`config.mk`:
```
export PLATFORM = sky130hd
export DESIGN_NAME = w_stream_adapter
export DESIGN_NICKNAME = d
export VERILOG_FILES = /design/src/rtl/w_stream_adapter.sv
export SDC_FILE = /design/constraint.sdc
export NUM_CORES = 1
export LEC_CHECK = 0
export ABC_AREA = 1
export CORE_MARGIN = 8
export CORE_UTILIZATION = 40
export CTS_BUF_LIST = sky130_fd_sc_hd__clkbuf_4
export DETAILED_ROUTE_END_ITERATION = 10
export GPL_TIMING_DRIVEN = 0
export MAX_ROUTING_LAYER = met4
export PLACE_DENSITY = 0.76
export SETUP_SLACK_MARGIN = 0.1
export SYNTH_ARGS = -nofsm -noshare
export SYNTH_HDL_FRONTEND = slang
export SYNTH_SLANG_ARGS = --single-unit
```
`constraint.sdc`:
```
create_clock -name w_clk -period 1.4 [get_ports w_clk]
set_input_delay 0.28 -clock w_clk [delete_from_list [all_inputs] [get_ports w_clk]]
set_output_delay 0.28 -clock w_clk [all_outputs]
set_load 0.005 [all_outputs]
```
`src/rtl/w_stream_adapter.sv`:
```
// w_stream_adapter: write-domain front end of the async FIFO.
// Takes a valid/ready stream from the producer, holds it in a 2-entry skid
// buffer (head + skid) and presents the head word to the FIFO write-pointer
// logic as w_en / w_data ({last, data}). The FIFO qualifies writes with its
// own registered w_full, so w_en is held while full until the word goes in.
// Also counts completed packets and reports a debug state.
//
// Ports
//   w_clk, w_rst         write clock, synchronous active-high reset
//   s_valid/s_data/s_last/s_ready   producer stream (s_ready registered)
//   w_full               registered full flag from the FIFO write side
//   w_en, w_data         FIFO write request and {last, data}
//   pkt_cnt              packets fully written (wraps)
//   w_state              00 IDLE, 01 STREAM, 10 STALL
//   stall_cnt            saturating count of edges with w_en & w_full
//
// Build option: define W_STALL_CNT_EN to include the stall counter;
// otherwise stall_cnt is tied to 0.
//
// state     | meaning
// ----------+------------------------------------------------
// ST_IDLE   | buffer empty, nothing presented to the FIFO
// ST_STREAM | head word presented, FIFO accepting
// ST_STALL  | head word presented, FIFO reported full

module w_stream_adapter #(
   parameter int DATA_SIZE      = 8,
   parameter int PKT_CNT_SIZE   = 16,
   parameter int STALL_CNT_SIZE = 16
) (
   input  logic                      w_clk,
   input  logic                      w_rst,
   input  logic                      s_valid,
   input  logic [DATA_SIZE-1:0]      s_data,
   input  logic                      s_last,
   output logic                      s_ready,
   input  logic                      w_full,
   output logic                      w_en,
   output logic [DATA_SIZE:0]        w_data,
   output logic [PKT_CNT_SIZE-1:0]   pkt_cnt,
   output logic [1:0]                w_state,
   output logic [STALL_CNT_SIZE-1:0] stall_cnt
);

   typedef enum logic [1:0] {
      ST_IDLE   = 2'b00,
      ST_STREAM = 2'b01,
      ST_STALL  = 2'b10
   } state_t;

   state_t state_q, state_nxt;

   logic                 head_vld, head_vld_nxt;
   logic                 skid_vld, skid_vld_nxt;
   logic [DATA_SIZE:0]   head_q, head_nxt;
   logic [DATA_SIZE:0]   skid_q, skid_nxt;
   logic                 s_ready_q;
   logic                 accept;
   logic                 consume;
   logic [DATA_SIZE:0]   in_word;

   assign in_word = {s_last, s_data};
   assign accept  = s_valid & s_ready_q;
   assign consume = head_vld & ~w_full;

   always_comb begin
      head_vld_nxt = head_vld;
      skid_vld_nxt = skid_vld;
      head_nxt     = head_q;
      skid_nxt     = skid_q;
      if (consume) begin
         if (skid_vld) begin
            // skid refills head; an incoming word (not expected while the
            // skid is full) would take the freed skid slot
            head_nxt     = skid_q;
            skid_vld_nxt = accept;
            if (accept) skid_nxt = in_word;
         end else if (accept) begin
            head_nxt = in_word;
         end else begin
            head_vld_nxt = 1'b0;
         end
      end else if (accept) begin
         if (!head_vld) begin
            head_nxt     = in_word;
            head_vld_nxt = 1'b1;
         end else begin
            skid_nxt     = in_word;
            skid_vld_nxt = 1'b1;
         end
      end
   end

   always_ff @(posedge w_clk) begin
      if (w_rst) begin
         head_vld  <= 1'b0;
         skid_vld  <= 1'b0;
         head_q    <= '0;
         skid_q    <= '0;
         s_ready_q <= 1'b0;
         pkt_cnt   <= '0;
      end else begin
         head_vld  <= head_vld_nxt;
         skid_vld  <= skid_vld_nxt;
         head_q    <= head_nxt;
         skid_q    <= skid_nxt;
         s_ready_q <= ~skid_vld_nxt;
         if (consume && head_q[DATA_SIZE]) pkt_cnt <= pkt_cnt + 1'b1;
      end
   end

   assign s_ready = s_ready_q;
   assign w_en    = head_vld;
   assign w_data  = head_q;

`ifdef W_STALL_CNT_EN
   always_ff @(posedge w_clk) begin
      if (w_rst) begin
         stall_cnt <= '0;
      end else if (head_vld && w_full && (stall_cnt != {STALL_CNT_SIZE{1'b1}})) begin
         stall_cnt <= stall_cnt + 1'b1;
      end
   end
`else
   assign stall_cnt = '0;
`endif

   always_ff @(posedge w_clk) begin
      if (w_rst) state_q <= ST_IDLE;
      else       state_q <= state_nxt;
   end

   always_comb begin
      state_nxt = state_q;
      case (state_q)
         ST_IDLE: begin
            if (head_vld_nxt) state_nxt = ST_STREAM;
         end
         ST_STREAM: begin
            if (head_vld && w_full)  state_nxt = ST_STALL;
            else if (!head_vld_nxt)  state_nxt = ST_IDLE;
         end
         ST_STALL: begin
            if (consume) state_nxt = head_vld_nxt ? ST_STREAM : ST_IDLE;
         end
         default: state_nxt = ST_IDLE;
      endcase
   end

   assign w_state = state_q;

endmodule

```
Yosys cells after proc, flatten, opt, wreduce, memory -nomap -nowiden
Index checks and enable logic that the tools add are counted.
Word-level totals
  bits of input ports: 13
  ROM bits: 0
  register bits: 39
  bits in latches: 0
  RAM bits: 0
  memories: 0
  output and inout port bits: 45
  word-level logic and storage cells: 51
Cells by class
  shift-type cells: 0
  reductions and logical operators: 9
  order comparisons: 0
  eq/ne operators: 7
  multiply operators: 0
  div/mod/pow operators: 0
  multiplexer cells: 23
  $add $sub $neg: 1
  bitwise gates (word level): 4
Operators by type and width (number)
  9-bit two-way mux: 9
  16-bit by 1-bit adder with 16-bit output, second input constant: 1
  1-bit two-way mux: 9
  3-bit AND reduction: 3
  2-bit two-way mux: 4
  2-bit inequality test, second input constant: 3
  2-bit case mux with 3 select lines: 1
  2-bit nonzero test: 3
  3-bit inequality test, second input constant: 1
  1-bit bitwise AND: 2
  2-bit by 1-bit equality test with 1-bit output, second input constant: 1
  2-bit equality test, second input constant: 1
  1-bit logical AND: 2
  2-bit zero test: 1
  2-bit by 1-bit inequality test with 1-bit output, second input constant: 1
  1-bit NOT: 2

Depth between registers and ports, before layout
Gate-level depths: netlist (run 1).
  depth in word-level cells: 7
  depth in mapped cells: 8
  gate-level depth less buffers: 8

Least setup slack after synthesis (run 1)
No wires, ideal clock.
  path kind: register to register
  start point: register head_vld (netlist: w_en)
  end point: register pkt_cnt[13]
  slack: 0.088 ns
  required time: 1.285 ns
  data arrival time: 1.197 ns
  stages on the path, launching flop included: 8
  library setup time: 0.115 ns
  path buffers: 0
  period minus slack after synthesis: 1.312 ns
  cells stage by stage: dfxtp_1 nand3_2 nor2_4 nand3_1 nor2_2 nand3_1 nand2_1 nor2_1
On the way
  word-level cells in the longest chain between the ends: 2
RTL lines
  start: declaration: RTL line 53  | logic head_vld, head_vld_nxt;
  start signal: assignment: RTL line 103  | head_vld <= head_vld_nxt;
  1-bit bitwise AND: RTL line 64  | assign consume = head_vld & ~w_full;
  1-bit logical AND: RTL line 108  | if (consume && head_q[DATA_SIZE]) pkt_cnt <= pkt_cnt + 1'b1;
  end signal: assignment: RTL line 108
  end: declaration: RTL line 40  | output logic [PKT_CNT_SIZE-1:0] pkt_cnt,
Every way passes these cells.
A chain may end at the register's enable or synchronous reset.

Worst setup path in the final report (run 1)
  start point: register head_vld (netlist: w_en)
  end point: register state_q[0] (netlist: w_state[0])
On the way
  word-level cells in the longest chain between the ends: 6
  elaborated cells between the ends (all ways): 14
  those cells by class: 3 x eq/ne; 8 x mux; 1 x bitwise; 2 x reduce/logical
RTL lines
  1-bit two-way mux: RTL line 78  | end else if (accept) begin
  1-bit two-way mux: RTL line 72  | if (skid_vld) begin
  1-bit two-way mux: RTL line 71  | if (consume) begin
  1-bit two-way mux: RTL line 144  | if (consume) state_nxt = head_vld_nxt ? ST_STREAM : ST_IDLE;
  2-bit two-way mux: RTL line 144
  2-bit case mux with 3 select lines: RTL line 135  | case (state_q)
  end signal: assignment: RTL line 130  | else state_q <= state_nxt;
  end: declaration: RTL line 51  | state_t state_q, state_nxt;
Several ways; a longest one is shown, not always the timed one. The select of a mux whose other input is x is not followed.

==> summary.md, run 1 <==
| Metric | Value |
|---|---|
| Mapped Cells | between 200 and 300 |
| YS warnings | 0 |
| HP Class | flip-flop to flip-flop |
| Ys flop type | dfxtp_1 |
| Area growth from synthesis to layout | 57.9% |
| #FFs+latches synth | 39 |
| Final Net Count | roughly 370 |
| Post-synthesis sequential area ratio | 0.417 |
| Grt ovf | 0 |
| Max Cap Viol | 0 |
| Vias | 1952 |
| Synth cell types | 27 |
| Reg2Reg Setup Slack | ~14 ps |
| IO Port Bufs | slightly above 40 |
| Die X | roughly 84 µm |
| # DRC | 0 |
| Setup Viol. Count Final | 0 |
| Ranking of synthesized cells by area | dfxtp_1 42%, inv_1 8.2%, nand2_1 8.2%, a21oi_1 7.8%, buf_4 6.4% |
| Final Cell Area | between 0.002 and 0.003 mm² |
| Synth Area per Inst | 7.14 µm² |
| Final Max Tran Viols | 0 |
| Die ar. | approximately 0.0071 mm² |
| CTS tree | done |
| Power, Total | a little over 2 mW |
| Power Density | 695 mW/mm² |
| Row count | 25 |
| Peak Freq | around 720 MHz |
| Clock Latency Late Sink | 350 ps |
| Clock Path Buffers | 2 |
| Worst Skew | 9.73 ps |
| Most common cell after layout, fill and taps aside | buf_4 |
| Clock-pin transition on the worst setup and hold timing paths | ~110 ps |
| DR vias/cell | 4.71 |
| Setup TNS | 0 ps |
| Post-DP Area | ~0.0024 mm² |
| Min cycle time layout | 1390 ps |
| CP Max Fanout | 6 |
| Worst path required time | roughly 1700 ps |
| Commonest cells after routing, fill and taps aside | 42 x buf_4, 37 x inv_1, 36 x nand2_1, 26 x dlygate4sd2_1, 24 x a21oi_1 |
| Share of cells above drive strength 1 | 0.375 |
| Setup WS pre-CTS | -565 ps |
| Leading area contributor after synthesis | dfxtp_1 |
| Share of the synthesized area in the top cell type | 0.417 |
| Post-route ant nets | 0 |
| Largest net degree at the start of global routing | 12 |
| ANT cells | 0 |
| Initial antenna violation count | 0 |
| Number of CTS-inserted buffers | 5 |
| Core ar. | between 0.004 and 0.005 mm² |
| Final Wtd Congestion | between 0.7 and 0.8 |
| Total Wirelength | 5210 µm |
| Total GRT Usage | 0.147 |
| Worst Path Arrival | between 1500 and 2000 ps |
| Period utilization | 0.990 |
| First-pass iteration count of the detailed router | 4 |
| Clk sinks | 39 |
| Critical path class | flip-flop to flip-flop |
| Vias in the first global route | just under 2000 |
| Leak Pwr | between 1 and 1.5 nW |
| Final hold viol count | 0 |
| Initial Util | 0.404 |
| Crit. End Element | flip-flop |
| Wirelength per Cell | about 13 µm |
| Synth Cell Area | 0.00187 mm² |
| DRT iter0 DRCs | 87 |
| Maximum vdd drop | between 0.4 and 0.5 mV |
| Setup WS post-layout | ~14 ps |
| Ports | slightly below 60 |
| Status | finished, final reports clean |
| RSZ-0062 raised after global routing | true |
| Number of synthesized flops with an enable pin | 0 |
| CTS H-Tree Depth | 2 |
| Async SR Flop Fraction | 0 |
| Root buf cell | clkbuf_4 |
| Final Util | 0.638 |
| First-pass GRT wire length | 8380 µm |
| Die height | around 84 µm |
| Final HPWL DP | about 3300 µm |
| CP Launch Type | flip-flop |
## where the power goes
group | total, mW | internal, mW | switching, mW
Combinational | 0.333 | 0.175 | 0.158
Sequential | 1.16 | 1.14 | 0.0179
Clock | 0.564 | 0.206 | 0.358
Total | 2.05 | 1.52 | 0.534
## critical path: stages (launching register included)
cell and delay (ps):
dfxtp_4 370, buf_6 110, inv_4 40, nor2_4 110
nand2_4 80, a21oi_4 270, buf_6 190, nand2_4 50
a21oi_2 110
## sequential cells by signal, indices dropped and copies added (netlist names)
| signal | count |
|---|---|
| pkt_cnt | 16 |
| s_ready | 1 |
| skid_q | 9 |
| skid_vld | 1 |
| w_data | 9 |
| w_en | 1 |
| w_state | 2 |
## cell type report
type	count	area (µm²)
Buffer	22	158
Clock buffer	6	45.0
Clock inverter	2	7.51
Fill cell	388	1680
Inverter	43	168
Multi-Input combinational cell	173	1010
Sequential cell	39	828
Tap cell	54	67.6
Timing Repair Buffer	75	671
## synth_stat cells (all sizes together), types with 3 or more instances
library cell,number
nor3,5
nand2,42
inv,43
o21ai,32
clkbuf,4
a21oi,31
dfxtp,39
buf,18
nand3,13
nor3b,3
nor2,23
## timing repair
| item | CTS | global route |
|---|---|---|
| endpoints found under the setup margin | 57 | 32 |
| hold buffers | 0 | 0 |
| setup buffers | 29 | 5 |
| pin swaps | 8 | 15 |
| gates cloned | 1 | 0 |
| resized for setup | 100 | 35 |
## metal layers
metal  wire, µm  track usage  share of wire  vias to the layer above
met2       2710        0.262           0.52                       46
li1           -            -              -                     1005
met4         80       0.0550          0.015                        0
met5          0            -              0                        -
met3        307       0.0537          0.059                        7
met1       2110        0.142           0.40                      894
## cells by family (layout without fill, tap and decap cells)
family,Yosys count,count (layout),share of synthesized area
AO/OA/AOI/OAI,63,63,0.177
XOR/XNOR,2,2,0.00937
adder cells (fa/ha/maj),1,1,0.00669
buffers and inverters,65,148,0.167
flip-flops,39,39,0.417
other,1,16,0.00200
AND/OR/NAND/NOR,91,91,0.221
## stage by stage
step | instances | hold WS, ps
3_3_place_gp | 372 | 438
5_1_grt | 414 | 494
2_1_floorplan | 277 | 356
4_1_cts | 410 | 463
3_5_place_dp | 372 | 448
6_report | 414 | 462
## path summary, 6_finish.rpt
path,startpoint,cells past startpoint,end
max,w_en,8,w_state[0]
min,skid_q[8],2,skid_q[8]
max reg2reg,w_en,8,w_state[0]
min reg2reg,skid_q[8],2,skid_q[8]
No activity file was read; power rests on OpenSTA's default activity.
==> run 2, diff against run 1 <==
--- a/config.mk
+++ b/config.mk
@@ -6,13 +6,15 @@
 export NUM_CORES = 1
 export LEC_CHECK = 0
 export ABC_AREA = 1
+export CAP_MARGIN = 40
 export CORE_MARGIN = 8
 export CORE_UTILIZATION = 40
 export CTS_BUF_LIST = sky130_fd_sc_hd__clkbuf_4
 export DETAILED_ROUTE_END_ITERATION = 10
+export DONT_BUFFER_PORTS = 1
 export GPL_TIMING_DRIVEN = 0
 export MAX_ROUTING_LAYER = met4
-export PLACE_DENSITY = 0.76
+export PLACE_DENSITY = 0.6
 export SETUP_SLACK_MARGIN = 0.1
 export SYNTH_ARGS = -nofsm -noshare
 export SYNTH_HDL_FRONTEND = slang
==> run 2 against run 1 <==
Compared with the run above: worst setup slack better by 85 ps; final cell count fell by 15%; sequential cell count stayed put; global-route usage down 1.4 points; wire length decreased by 15%; highest routed layer unchanged; clock skew about the same; critical endpoint is now w_data[3].
==> summary.md, run 2 (same netlist as run 1, synthesis figures left out) <==
| Metric | Value |
|---|---|
| CP Max Fanout | 6 |
| Power Density | between 800 and 900 mW/mm² |
| CP Launch Type | flip-flop |
| DRT iter0 DRCs | 50 |
| Wirelength per Cell | approximately 13 µm |
| Vias | 1665 |
| # DRC | 0 |
| Min-Delay Startpoint | s_data[1] |
| ANT cells | 0 |
| Clock Latency Late Sink | between 300 and 400 ps |
| Power, Total | about 1.9 mW |
| Crit. End Element | flip-flop |
| Max reg flops | 16 |
| Vias in the first global route | about 1500 |
| Most common cell after layout, fill and taps aside | inv_1 |
| Initial Util | 0.404 |
| RSZ-0062 raised after global routing | true |
| Ports | 58 |
| Total Wirelength | around 4400 µm |
| Die height | between 80 and 90 µm |
| Crit path buf inv count | 2 |
| Clock-pin transition on the worst setup and hold timing paths | 110 ps |
| Highest routed layer | met4 |
| Met3 routed WL | around 500 µm |
| First-pass GRT wire length | ~7400 µm |
| Grt ovf | 0 |
| Setup TNS | 0 ps |
| Row count | 25 |
| Root buf cell | clkbuf_4 |
| Maximum vdd drop | about 0.51 mV |
| DRT met1 WL | around 1800 µm |
| Clock Path Buffers | 2 |
| Initial antenna violation count | 0 |
| Worst Skew | around 10 ps |
| Post-route ant nets | 0 |
| Commonest cells after routing, fill and taps aside | 39 x inv_1, 37 x nand2_1, 28 x a21oi_1, 27 x dfxtp_1, 23 x buf_4 |
| First-pass iteration count of the detailed router | 4 |
| Inst Count DP | about 330 |
| IO Port Bufs | 0 |
| Largest net degree at the start of global routing | 12 |
| Top delay family on crit path | compound AO/OA/AOI/OAI gates |
| Worst Path Arrival | 1580 ps |
| Final std cells w/o fill | 352 |
| Final Max Tran Viols | 0 |
| CP Cell Sequence | inv_4 -> nor2_4 -> nand2_4 -> a21oi_4 -> buf_6 -> o21ai_1 -> a21oi_1 |
| Final hold viol count | 0 |
| Largest stage delay on the critical path | approximately 410 ps |
| Reg with most FFs | pkt_cnt |
| Clk sinks | 39 |
| Worst path required time | roughly 1700 ps |
| Final Wtd Congestion | between 0.7 and 0.8 |
| Min cycle time layout | about 1300 ps |
| Area growth from synthesis to layout | 22.9% |
| Max Cap Viol | 0 |
| Setup Viol. Count Final | 0 |
| R2r startpoint | w_en |
| CTS tree | done |
| Leak Pwr | 1.00 nW |
| DR vias/cell | 4.73 |
| Die ar. | about 0.0071 mm² |
| Die X | ~84 µm |
| Final HPWL DP | 3180 µm |
| Core ar. | roughly 0.0046 mm² |
| Status | finished, final reports clean |
| Slowest cell on the critical path | dfxtp_4 |
| Period utilization | 0.929 |
| Peak Freq | 769 MHz |
| Critical path class | flip-flop to flip-flop |
| Final Net Count | between 300 and 400 |
| CTS H-Tree Depth | 2 |
| Number of CTS-inserted buffers | 5 |
| Met2 wire len | 2040 µm |
| HP Class | input pin to flip-flop |
| Share of cells above drive strength 1 | 0.255 |
| Crit path launch | w_en |
| Total GRT Usage | 0.132 |
## run 2: changes by cell type in the layout (fill, tap and decap cells not counted), sizes merged
cell,delta
dlygate4sd2,-26
clkbuf,-1
clkinvlp,-1
inv,+1
clkdlybuf4s50,-11
dlygate4sd3,+1
clkdlybuf4s15,-2
buf,-23
## run 2: what timing repair did
item / 4_1_cts / 5_1_grt
hold buffers: 1 / 0
endpoints found under the setup margin: 29 / 26
gates resized for setup: 16 / 37
cloned: 1 / 0
setup buffers: 8 / 3
endpoints found under the hold margin: 2 / 0
pin swaps: 5 / 9
## run 2: per-layer routing
metal	global-route usage	vias to the layer above
met1	0.150	730
met2	0.197	49
met3	0.0712	8
met5	-	-
li1	-	878
met4	0.0388	0
## run 2: final timing paths
path | endpoint | slack (ps) | depth (start not counted)
setup / recovery | w_data[3] | 100 | 7
hold / removal | skid_q[1] | 90 | 2
setup reg to reg | w_data[3] | 100 | 7
hold reg to reg | skid_q[4] | 460 | 2
## run 2: worst register-to-register path, delay by kind of cell (launching register included)
kind / cells / cell delay [ps]
AOI/OAI and AO/OA: 3 / 430
DFF: 1 / 410
buffers and inverters: 2 / 220
and+or+nand+nor: 2 / 180
## run 2: layout make-up
cell class | instances | area [µm²]
fill | 467 | 2330
multi-input combinational | 173 | 927
sequential | 39 | 811
inverter | 43 | 164
buffer | 22 | 155
timing repair buffer | 13 | 121
tap | 54 | 67.6
clock buffer | 6 | 45.0
clock inverter | 2 | 7.51
## run 2: report_power, final
part	switching [mW]	internal, mW	leakage (nW)	total (mW)
clock	0.358	0.206	0.0307	0.563
combinational	0.106	0.0939	0.649	0.200
sequential	0.0316	1.13	0.324	1.16
## run 2: per-stage QoR
stage	hold WS, ps	setup slack [ps]	cell area (µm²)	utilization
5_1_grt	77.7	28.6	2300	0.496
4_1_cts	72.1	95.4	2170	0.469
3_5_place_dp	359	-203	2000	0.431
3_3_place_gp	358	-171	2000	0.431
2_1_floorplan	356	107	1930	-
6_report	88.2	99.3	2300	0.496
